--- src/rtl/uart_pkg.sv ---
// uart_pkg: shared types and constants for the UART TX arbiter slice.
// Optional build macro used by the slice: UART_TX_ARB_LOCK_EN (packet lock).
package uart_pkg;

    // Width of one transmitted character.
    localparam int UART_DW = 8;

    // Arbiter FSM states.
    typedef enum logic [1:0] {
        IDLE      = 2'd0,
        ISSUE     = 2'd1,
        WAIT_DONE = 2'd2
    } arb_state_e;

    // Width of a requester index; a single requester still needs one bit.
    function automatic int uart_idx_w(input int n);
        return (n <= 1) ? 1 : $clog2(n);
    endfunction

endpackage

--- src/rtl/uart_tx_arbiter_if.sv ---
// uart_tx_arbiter_if: requester bus plus transmitter handshake of the arbiter.
// With UART_TX_ARB_LOCK_EN defined a per-requester lock vector is added.
// slave  : the arbiter.  master : the requesters and transmitter around it.
interface uart_tx_arbiter_if #(
    parameter int N_REQ = 4
);
    import uart_pkg::*;

    logic [N_REQ-1:0]         req;
    logic [UART_DW*N_REQ-1:0] req_data;
    logic [N_REQ-1:0]         ack;
    logic [N_REQ-1:0]         gnt;
    logic                     tx_start;
    logic [UART_DW-1:0]       tx_data;
    logic                     tx_busy;
    logic                     arb_busy;
`ifdef UART_TX_ARB_LOCK_EN
    logic [N_REQ-1:0]         lock;

    modport master (output req, req_data, lock, tx_busy,
                    input  ack, gnt, tx_start, tx_data, arb_busy);
    modport slave  (input  req, req_data, lock, tx_busy,
                    output ack, gnt, tx_start, tx_data, arb_busy);
`else
    modport master (output req, req_data, tx_busy,
                    input  ack, gnt, tx_start, tx_data, arb_busy);
    modport slave  (input  req, req_data, tx_busy,
                    output ack, gnt, tx_start, tx_data, arb_busy);
`endif

endinterface

--- src/rtl/uart_rr_pick.sv ---
// uart_rr_pick: combinational round-robin search. Returns the first set
// request at or after i_ptr, wrapping from N_REQ-1 back to 0.
module uart_rr_pick
    import uart_pkg::*;
#(
    parameter int N_REQ = 4,
    parameter int IDX_W = uart_idx_w(N_REQ)
) (
    input  logic [N_REQ-1:0] i_req,
    input  logic [IDX_W-1:0] i_ptr,
    output logic             o_valid,
    output logic [IDX_W-1:0] o_idx
);

    logic [IDX_W-1:0] w_cand;

    // Walk offsets from farthest to nearest so the nearest hit is the last one written.
    always_comb begin
        // NOTE: every variable is given a default before the loop so no path leaves it unassigned and no latch is inferred.
        o_valid = 1'b0;
        o_idx   = '0;
        w_cand  = '0;
        for (int k = N_REQ - 1; k >= 0; k--) begin
            w_cand = IDX_W'((int'(i_ptr) + k) % N_REQ);
            if (i_req[w_cand]) begin
                o_valid = 1'b1;
                o_idx   = w_cand;
            end
        end
    end

endmodule

--- src/rtl/uart_tx_arbiter.sv ---
// uart_tx_arbiter: round-robin sharing of one byte-wide UART transmitter.
// The winner's byte is captured at grant and offered with a level
// tx_start / tx_busy handshake, so a slow clock-enabled transmitter is fine.
// Optional macro UART_TX_ARB_LOCK_EN: a locked owner that still requests is
// re-granted straight from WAIT_DONE, keeping multi-byte packets contiguous.
module uart_tx_arbiter
    import uart_pkg::*;
#(
    parameter int N_REQ = 4
) (
    input  logic              clk,
    input  logic              rst_n,
    uart_tx_arbiter_if.slave  bus
);

    localparam int IDX_W = uart_idx_w(N_REQ);

    arb_state_e         r_state;
    logic [N_REQ-1:0]   r_gnt;
    logic [N_REQ-1:0]   r_ack;
    logic [IDX_W-1:0]   r_owner;
    logic [IDX_W-1:0]   r_ptr;
    logic               r_tx_start;
    logic [UART_DW-1:0] r_tx_data;

    logic               w_valid;
    logic [IDX_W-1:0]   w_idx;
    logic [IDX_W-1:0]   w_ptr_next;
    logic               w_relock;
    logic [UART_DW-1:0] w_bytes [N_REQ];

    uart_rr_pick #(
        .N_REQ (N_REQ),
        .IDX_W (IDX_W)
    ) u_pick (
        .i_req   (bus.req),
        .i_ptr   (r_ptr),
        .o_valid (w_valid),
        .o_idx   (w_idx)
    );

    // Split the flat data bus into one byte per requester.
    always_comb begin
        for (int i = 0; i < N_REQ; i++) begin
            w_bytes[i] = bus.req_data[i*UART_DW +: UART_DW];
        end
    end

    assign w_ptr_next = (r_owner == IDX_W'(N_REQ - 1)) ? '0 : r_owner + 1'b1;

`ifdef UART_TX_ARB_LOCK_EN
    assign w_relock = bus.lock[r_owner] & bus.req[r_owner];
`else
    assign w_relock = 1'b0;
`endif

    // Arbiter FSM: grant and capture in IDLE, hold start in ISSUE, wait for the frame in WAIT_DONE.
    always_ff @(posedge clk or negedge rst_n) begin
        if (!rst_n) begin
            r_state    <= IDLE;
            r_gnt      <= '0;
            r_ack      <= '0;
            r_owner    <= '0;
            r_ptr      <= '0;
            r_tx_start <= 1'b0;
            r_tx_data  <= '0;
        end else begin
            // NOTE: non-blocking assignments so every register here updates from pre-edge values, independent of statement order.
            r_ack <= '0;
            case (r_state)
                IDLE: begin
                    if (w_valid && !bus.tx_busy) begin
                        r_gnt      <= N_REQ'(1) << w_idx;
                        r_owner    <= w_idx;
                        r_tx_data  <= w_bytes[w_idx];
                        r_tx_start <= 1'b1;
                        r_state    <= ISSUE;
                    end
                end
                ISSUE: begin
                    if (bus.tx_busy) begin
                        r_ack      <= r_gnt;
                        r_tx_start <= 1'b0;
                        r_state    <= WAIT_DONE;
                    end
                end
                WAIT_DONE: begin
                    if (!bus.tx_busy) begin
                        if (w_relock) begin
                            // Same owner keeps the line; take its next byte, pointer untouched.
                            r_tx_data  <= w_bytes[r_owner];
                            r_tx_start <= 1'b1;
                            r_state    <= ISSUE;
                        end else begin
                            r_ptr   <= w_ptr_next;
                            r_gnt   <= '0;
                            r_state <= IDLE;
                        end
                    end
                end
                default: begin
                    r_gnt      <= '0;
                    r_tx_start <= 1'b0;
                    r_state    <= IDLE;
                end
            endcase
        end
    end

    assign bus.ack      = r_ack;
    assign bus.gnt      = r_gnt;
    assign bus.tx_start = r_tx_start;
    assign bus.tx_data  = r_tx_data;
    assign bus.arb_busy = (r_state != IDLE);

endmodule

--- src/flat_wrapper.sv ---
// flat-port wrapper written by rule: the top's interface ports become plain ports
module uart_tx_arbiter_flat import uart_pkg::*;
#(
    parameter int N_REQ = 4
)
  (clk, rst_n, bus_req, bus_req_data, bus_tx_busy, bus_ack, bus_gnt, bus_tx_start, bus_tx_data, bus_arb_busy);
  uart_tx_arbiter_if #(.N_REQ(N_REQ)) bus_i ();
  input  logic clk;
  input  logic rst_n;
  input wire logic [$bits(bus_i.req)-1:0] bus_req;
  input wire logic [$bits(bus_i.req_data)-1:0] bus_req_data;
  input wire logic [$bits(bus_i.tx_busy)-1:0] bus_tx_busy;
  output wire logic [$bits(bus_i.ack)-1:0] bus_ack;
  output wire logic [$bits(bus_i.gnt)-1:0] bus_gnt;
  output wire logic [$bits(bus_i.tx_start)-1:0] bus_tx_start;
  output wire logic [$bits(bus_i.tx_data)-1:0] bus_tx_data;
  output wire logic [$bits(bus_i.arb_busy)-1:0] bus_arb_busy;
  assign bus_i.req = bus_req;
  assign bus_i.req_data = bus_req_data;
  assign bus_i.tx_busy = bus_tx_busy;
  assign bus_ack = bus_i.ack;
  assign bus_gnt = bus_i.gnt;
  assign bus_tx_start = bus_i.tx_start;
  assign bus_tx_data = bus_i.tx_data;
  assign bus_arb_busy = bus_i.arb_busy;
  uart_tx_arbiter #(.N_REQ(N_REQ)) u_core (.clk(clk), .rst_n(rst_n), .bus(bus_i));
endmodule
--- config.mk ---
export PLATFORM = sky130hd
export DESIGN_NAME = uart_tx_arbiter_flat
export DESIGN_NICKNAME = d
export VERILOG_FILES = /design/src/rtl/uart_pkg.sv /design/src/rtl/uart_tx_arbiter_if.sv /design/src/rtl/uart_rr_pick.sv /design/src/rtl/uart_tx_arbiter.sv /design/src/flat_wrapper.sv
export SDC_FILE = /design/constraint.sdc
export NUM_CORES = 1
export LEC_CHECK = 0
export CAP_MARGIN = 25
export CORE_MARGIN = 2
export CORE_UTILIZATION = 45
export CTS_BUF_LIST = sky130_fd_sc_hd__clkbuf_4
export DETAILED_ROUTE_END_ITERATION = 8
export PLACE_DENSITY_LB_ADDON = 0.25
export SYNTH_ARGS = -nofsm -noshare
export SYNTH_HDL_FRONTEND = slang
export SYNTH_SLANG_ARGS = --single-unit
--- constraint.sdc ---
create_clock -name clk -period 5.47 [get_ports clk]
set_clock_uncertainty 0.2 [all_clocks]
set_input_delay 1.094 -clock clk [delete_from_list [all_inputs] [get_ports clk]]
set_output_delay 1.094 -clock clk [all_outputs]
set_load 0.03 [all_outputs]
* After elaboration in Yosys (flattened, before gate mapping)
Index checks and enable logic that the tools add are counted.
** Storage, ports and cells
- Bits in registers :: 23
- Input bits :: 39
- Output and inout port bits :: 18
** Cells by class
- Add/sub/neg operators :: 4
- Magnitude comparators :: 5
- Eq/ne operators :: 6
- Shift operators :: 1
- Muxes and demuxes :: 31
- Bitwise gates (word level) :: 4
- Reductions and logical operators :: 9
** Operators with widths (count)
- 8-bit binary-select mux with 2-bit select :: 1
- 2-bit two-way mux :: 8
- 8-bit two-way mux :: 2
- 2-bit by 3-bit < comparator with 1-bit output, second input constant :: 4
- 4-bit two-way mux :: 3
- 4-bit one-hot mux with 3 select lines :: 1
- 1-bit two-way mux :: 10
- 1-bit binary-select mux with 2-bit select :: 4
- 2-bit one-hot mux with 3 select lines :: 1
- 2-bit AND reduction :: 3
- 3-bit AND reduction :: 2
- 2-bit by 1-bit adder with 2-bit output, second input constant :: 2
- 2-bit adder, second input constant :: 2
- 2-bit == test, second input constant :: 2
- 2-bit inequality test, second input constant :: 2
- 1-bit by 2-bit << shifter with 4-bit output, first input constant :: 1
- 3-bit >= comparator, second input constant :: 1
- 1-bit inverter :: 3
- 2-bit inverter with 3-bit output :: 1
- 1-bit one-hot mux with 3 select lines :: 1
- 2-bit by 1-bit == test with 1-bit output, second input constant :: 1
- 2-bit logical NOT :: 1
- 2-bit by 1-bit inequality test with 1-bit output, second input constant :: 1
- 2-bit nonzero test :: 1
- 2 further kinds :: 2

* Logic depth before layout (Yosys ltp)
- Depth in word-level cells :: 11
- Gate-level depth with buffers :: 7
- Mapped depth without buffers :: 5

* By module
Synthesis repeated with hierarchy kept, for this count alone.
** Second synthesis, totals
- Cells, all modules :: 91
- Area total of the unflattened synthesis :: 1236.2 um2
** By module, submodules not included
- uart_tx_arbiter :: times used 1, cells an instance 78, area each 1158.6 um2
- uart_rr_pick :: times used 1, cells an instance 13, area each 77.6 um2

* Worst setup path after synthesis
OpenSTA, ideal clock, no wires.
- Kind :: input -> register
- Start :: input port bus_req[1]
- End :: register u_core.r_tx_data[4], in the netlist u_core.bus.tx_data[4]
- Arrival :: 2.490 ns
- Required time :: 5.133 ns
- Slack :: 2.643 ns
- Cell stages on the path :: 6
- Buffers on the path :: 1
- Cell sequence :: a21bo_1 > a221o_2 > buf_6 > mux2_4 > a222oi_1 > a21oi_1
** On the way
- Word-level cells in the longest chain between the ends :: 10
- Elaborated cells between the ends (all ways) :: 22
- Those cells by class :: 19 x mux; 1 x bitwise; 2 x reduce/logical
** RTL lines
- from (decl) :: RTL line flat_wrapper.sv:10 : input wire logic [$bits(bus_i.req)-1:0] bus_req;
- 1-bit binary-select mux with 2-bit select :: RTL line uart_rr_pick.sv:25 : if (i_req[w_cand]) begin
- 1-bit two-way mux (implied by the code) :: RTL line uart_rr_pick.sv:25
- 2-bit two-way mux (4 in a row) :: RTL line uart_rr_pick.sv:25
- 2-bit inverter with 3-bit output (implied by the code) :: RTL line uart_tx_arbiter.sv:75 : r_tx_data <= w_bytes[w_idx];
- 8-bit binary-select mux with 2-bit select :: RTL line uart_tx_arbiter.sv:75
- 8-bit two-way mux (implied by the code) (2 in a row) :: RTL line uart_tx_arbiter.sv:75
- to (signal assigned) :: RTL line uart_tx_arbiter.sv:75
- to (signal assigned) :: RTL line uart_tx_arbiter.sv:91 : r_tx_data <= w_bytes[r_owner];
- to (decl) :: RTL line uart_tx_arbiter.sv:24 : logic [UART_DW-1:0] r_tx_data;
Parallel ways exist; a longest one is shown, timed or not. The select of a mux whose other input is x is not followed.
A chain may end at the register's enable or synchronous reset.

* Worst setup path after layout
- Start :: input port bus_req[1]
- End :: register u_core.r_tx_data[5], in the netlist u_core.bus.tx_data[5]
Same word-level chain as after synthesis.

==> flow_summary.ini <==
[sta]
maxSlewViolCount = 0
grt_setup_unrepaired = false
final.hold.worst_slack_ns = 0.3106
worst_pin_slew_ns = 0.9075
finalCritPeriodShare_pct = 58.76
min_period_ns = 3.214
timing.fmax_ghz = 0.3111
slew-limit-headroom_pct = 39.13
fin_tns_setup_ns = 0
report.final.setup_viol = 0
count_of_final_hold_check_violations = 0

[floorplanning]
pin_count = 57
floorplan.initialDensity_pct = 48.15
die-width_um = 55.72
core_region_area_um2 = 2500
floorplan.die_area_um2 = 3105
num_rows = 18
die_height_um = 55.72

[cells_and_area]
layout-drive-gt1-share_pct = 9.143
syn_to_final_growth_pct = 53.33
antenna_cells_inserted = 0
num-fill-cells = 182
utilization_after_layout_pct = 73.82
design.final.nets = 216

[critical_path]
path_class = primary input to register
worst-endpoint-arrival_ns = 3.23
critical_path.reg2reg.endpoint = u_core.bus.tx_data[5]
cp-start-kind = primary input
worst-endpoint-required_ns = 5.49
endpoint_kind = register
worst-r2r-cell-count = 5
reg2reg_setup_slack_ns = 3.13
start_of_the_worst_register_to_register_path = u_core.r_ptr[1]
critPathMaxFanout = 14

[outcome]
outcome = completed

[routing]
post_drt_wl_per_cell_um = 15.68
iteration_count_of_the_initial_detailed_routing_pass = 4
residual_drc_count = 0
avgViaCountPerCell = 5.761
totalWireLength_um = 3215
dr_total_vias = 1181
detail_route.iter0.violations = 33
ant_nets = 0

[clock_tree]
cts_root_buffer = sky130_fd_sc_hd__clkbuf_4
cts.clk_slew.worst_paths_ns = 0.12
cts_max_path_buffers = 2
post-cts-setup-buffer-count = 0
tritoncts_num_sinks = 23
count_of_hold_fix_buffers_inserted_at_cts = 0
clk_latency_ns = 0.33
ctsResizeCount = 0
tritoncts = yes
numCtsBuffers = 3
htree_num_levels = 1

[global_route]
globalRoute.totalOverflow = 0
largest_net_degree_at_the_start_of_global_routing = 24
globalRouteTotalUtil_pct = 21.83
global_route_wire_length_before_repair_um = 5313
initial_antenna_violation_count = 0
via_count_of_the_first_global_routing_pass = 1187

[synthesis]
postSynth.topFlopCell = sky130_fd_sc_hd__dfrtp_1
synth_sequential_area_ratio_pct = 47.82
synth_enable_flop_cells = 0
synthesis.nets = 158
syn_area_um2 = 1204
synthArstFlopShare_pct = 100.0
synth_top_cell_by_area = sky130_fd_sc_hd__dfrtp_1
netlist_top_cells_area = sky130_fd_sc_hd__dfrtp_1, sky130_fd_sc_hd__mux2i_1, sky130_fd_sc_hd__mux2_2
ys_ff_latch = 23
synth_top_area_share_pct = 47.82
mean_instance_size_in_the_synthesized_netlist_um2 = 10.20
netlist_instances = 118
synth.distinct_cells = 34
synth_warnings = 0

[place]
place.gp.congestion = 0.7429
dp_hpwl_um = 2429
portBuffers = 56

[pwr]
power.density_nw_per_um2 = 403.7
max-vdd-ir-drop_v = 0.0003218
leakage_nw = 0.7938
report.power.total_w = 0.0007450

[hold_path]
hold_path_startpoint = u_core.r_owner[1]
hold_class = register to register
worstHoldPathCells = 2
hold_end = u_core.r_owner[1]

[job]
maximum_capacitance_violations = 0
critical path, cell delays in order:
cell,delay (ns)
sky130_fd_sc_hd__clkdlybuf4s50_1,0.58
sky130_fd_sc_hd__a21bo_1,0.24
sky130_fd_sc_hd__a221o_2,0.55
sky130_fd_sc_hd__mux2_2,0.32
sky130_fd_sc_hd__a222oi_1,0.33
sky130_fd_sc_hd__a21oi_1,0.11
worst max path at each step:
| stage | from | end | slack [ns] | depth (start not counted) |
|---|---|---|---|---|
| after floorplan | bus_req[1] | u_core.bus.tx_data[4] | 2.64 | 6 |
| after global placement | bus_req[1] | u_core.bus.tx_data[5] | 1.98 | 6 |
| after detailed placement | bus_req[1] | u_core.bus.tx_data[5] | 1.91 | 6 |
| after CTS | bus_req[1] | u_core.bus.tx_data[5] | 2.27 | 6 |
| after global routing | bus_req[1] | u_core.bus.tx_data[2] | 2.15 | 6 |
| final | bus_req[1] | u_core.bus.tx_data[5] | 2.26 | 6 |
power breakdown:
group	switching, W	leakage (nW)	internal (W)	total, W
Combinational	0.000202	0.487	0.000180	0.000383
Sequential	0.0000492	0.288	0.000224	0.000274
Clock	0.0000548	0.0184	0.0000336	0.0000884
Total	0.000306	0.794	0.000439	0.000745
metrics by stage:
stage	cell area (um^2)	worst slack [ns]	instances
2_1_floorplan	1204	2.643	118
3_3_place_gp	1788	1.984	200
3_5_place_dp	1788	1.914	200
4_1_cts	1818	2.268	204
5_1_grt	1846	2.148	205
6_report	1846	2.256	205
cell type report:
type	count	area, um^2	area share [%]
repair buffers	58	595.6	32.27
well taps	30	37.54	2.034
flip-flops and latches	23	575.6	31.19
clock buffers	4	30.03	1.627
inverters	5	18.77	1.017
multi-input cells	85	588.1	31.86
cell usage in the layout (no fill, tap or decap), types with 2 or more instances in the layout:
cell,synthesis,routed
sky130_fd_sc_hd__mux2_2,5,5
sky130_fd_sc_hd__or3_1,3,3
sky130_fd_sc_hd__o21ai_0,6,6
sky130_fd_sc_hd__a222oi_1,5,5
sky130_fd_sc_hd__and2_1,4,4
sky130_fd_sc_hd__dfrtp_1,23,23
sky130_fd_sc_hd__nor3_1,2,2
sky130_fd_sc_hd__a21oi_1,7,7
sky130_fd_sc_hd__inv_1,5,5
sky130_fd_sc_hd__nand2_1,12,12
sky130_fd_sc_hd__mux2i_1,7,7
sky130_fd_sc_hd__o211ai_1,3,3
sky130_fd_sc_hd__clkbuf_4,0,4
sky130_fd_sc_hd__o22ai_1,2,2
sky130_fd_sc_hd__clkdlybuf4s50_1,0,56
sky130_fd_sc_hd__nor2_1,9,9
sky130_fd_sc_hd__a32o_1,2,2
sky130_fd_sc_hd__a22o_1,2,2
kinds of logic (layout without fill, tap and decap cells):
logic type	count (synthesis)	after routing	share of synthesized area, %
fa+ha+maj	1	1	1.039
buf+inv	10	67	3.846
mux	13	13	11.75
simple gates	37	37	14.97
flops	23	23	47.82
xor+xnor	1	1	0.7278
compound gates	33	33	19.86
cells in the mapped netlist, types with 3 or more instances:
cell                        n
sky130_fd_sc_hd__or3_1      3
sky130_fd_sc_hd__nor2_1     9
sky130_fd_sc_hd__a222oi_1   5
sky130_fd_sc_hd__clkbuf_1   3
sky130_fd_sc_hd__mux2_2     5
sky130_fd_sc_hd__o21ai_0    6
sky130_fd_sc_hd__mux2i_1    7
sky130_fd_sc_hd__o211ai_1   3
sky130_fd_sc_hd__a21oi_1    7
sky130_fd_sc_hd__nand2_1   12
sky130_fd_sc_hd__dfrtp_1   23
sky130_fd_sc_hd__inv_1      5
sky130_fd_sc_hd__and2_1     4
sequential cells by signal, indices dropped and copies added (netlist names):
signal	count
u_core.bus.tx_start	1
u_core.bus.gnt	4
u_core.bus.tx_data	8
u_core.r_state	2
u_core.r_owner	2
u_core.r_ptr	2
u_core.bus.ack	4
per-layer routing:
| layer | vias to the layer above | share of wire, % | global-route usage (%) |
|---|---|---|---|
| met1 | 576 | 40 | 24.96 |
| met4 | 0 | 1.6 | 10.10 |
| met5 | - | 0 | 0 |
| met3 | 7 | 6.8 | 5.581 |
| met2 | 50 | 52 | 37.93 |
| li1 | 548 | - | - |
Power figures use the tool's default switching activity.
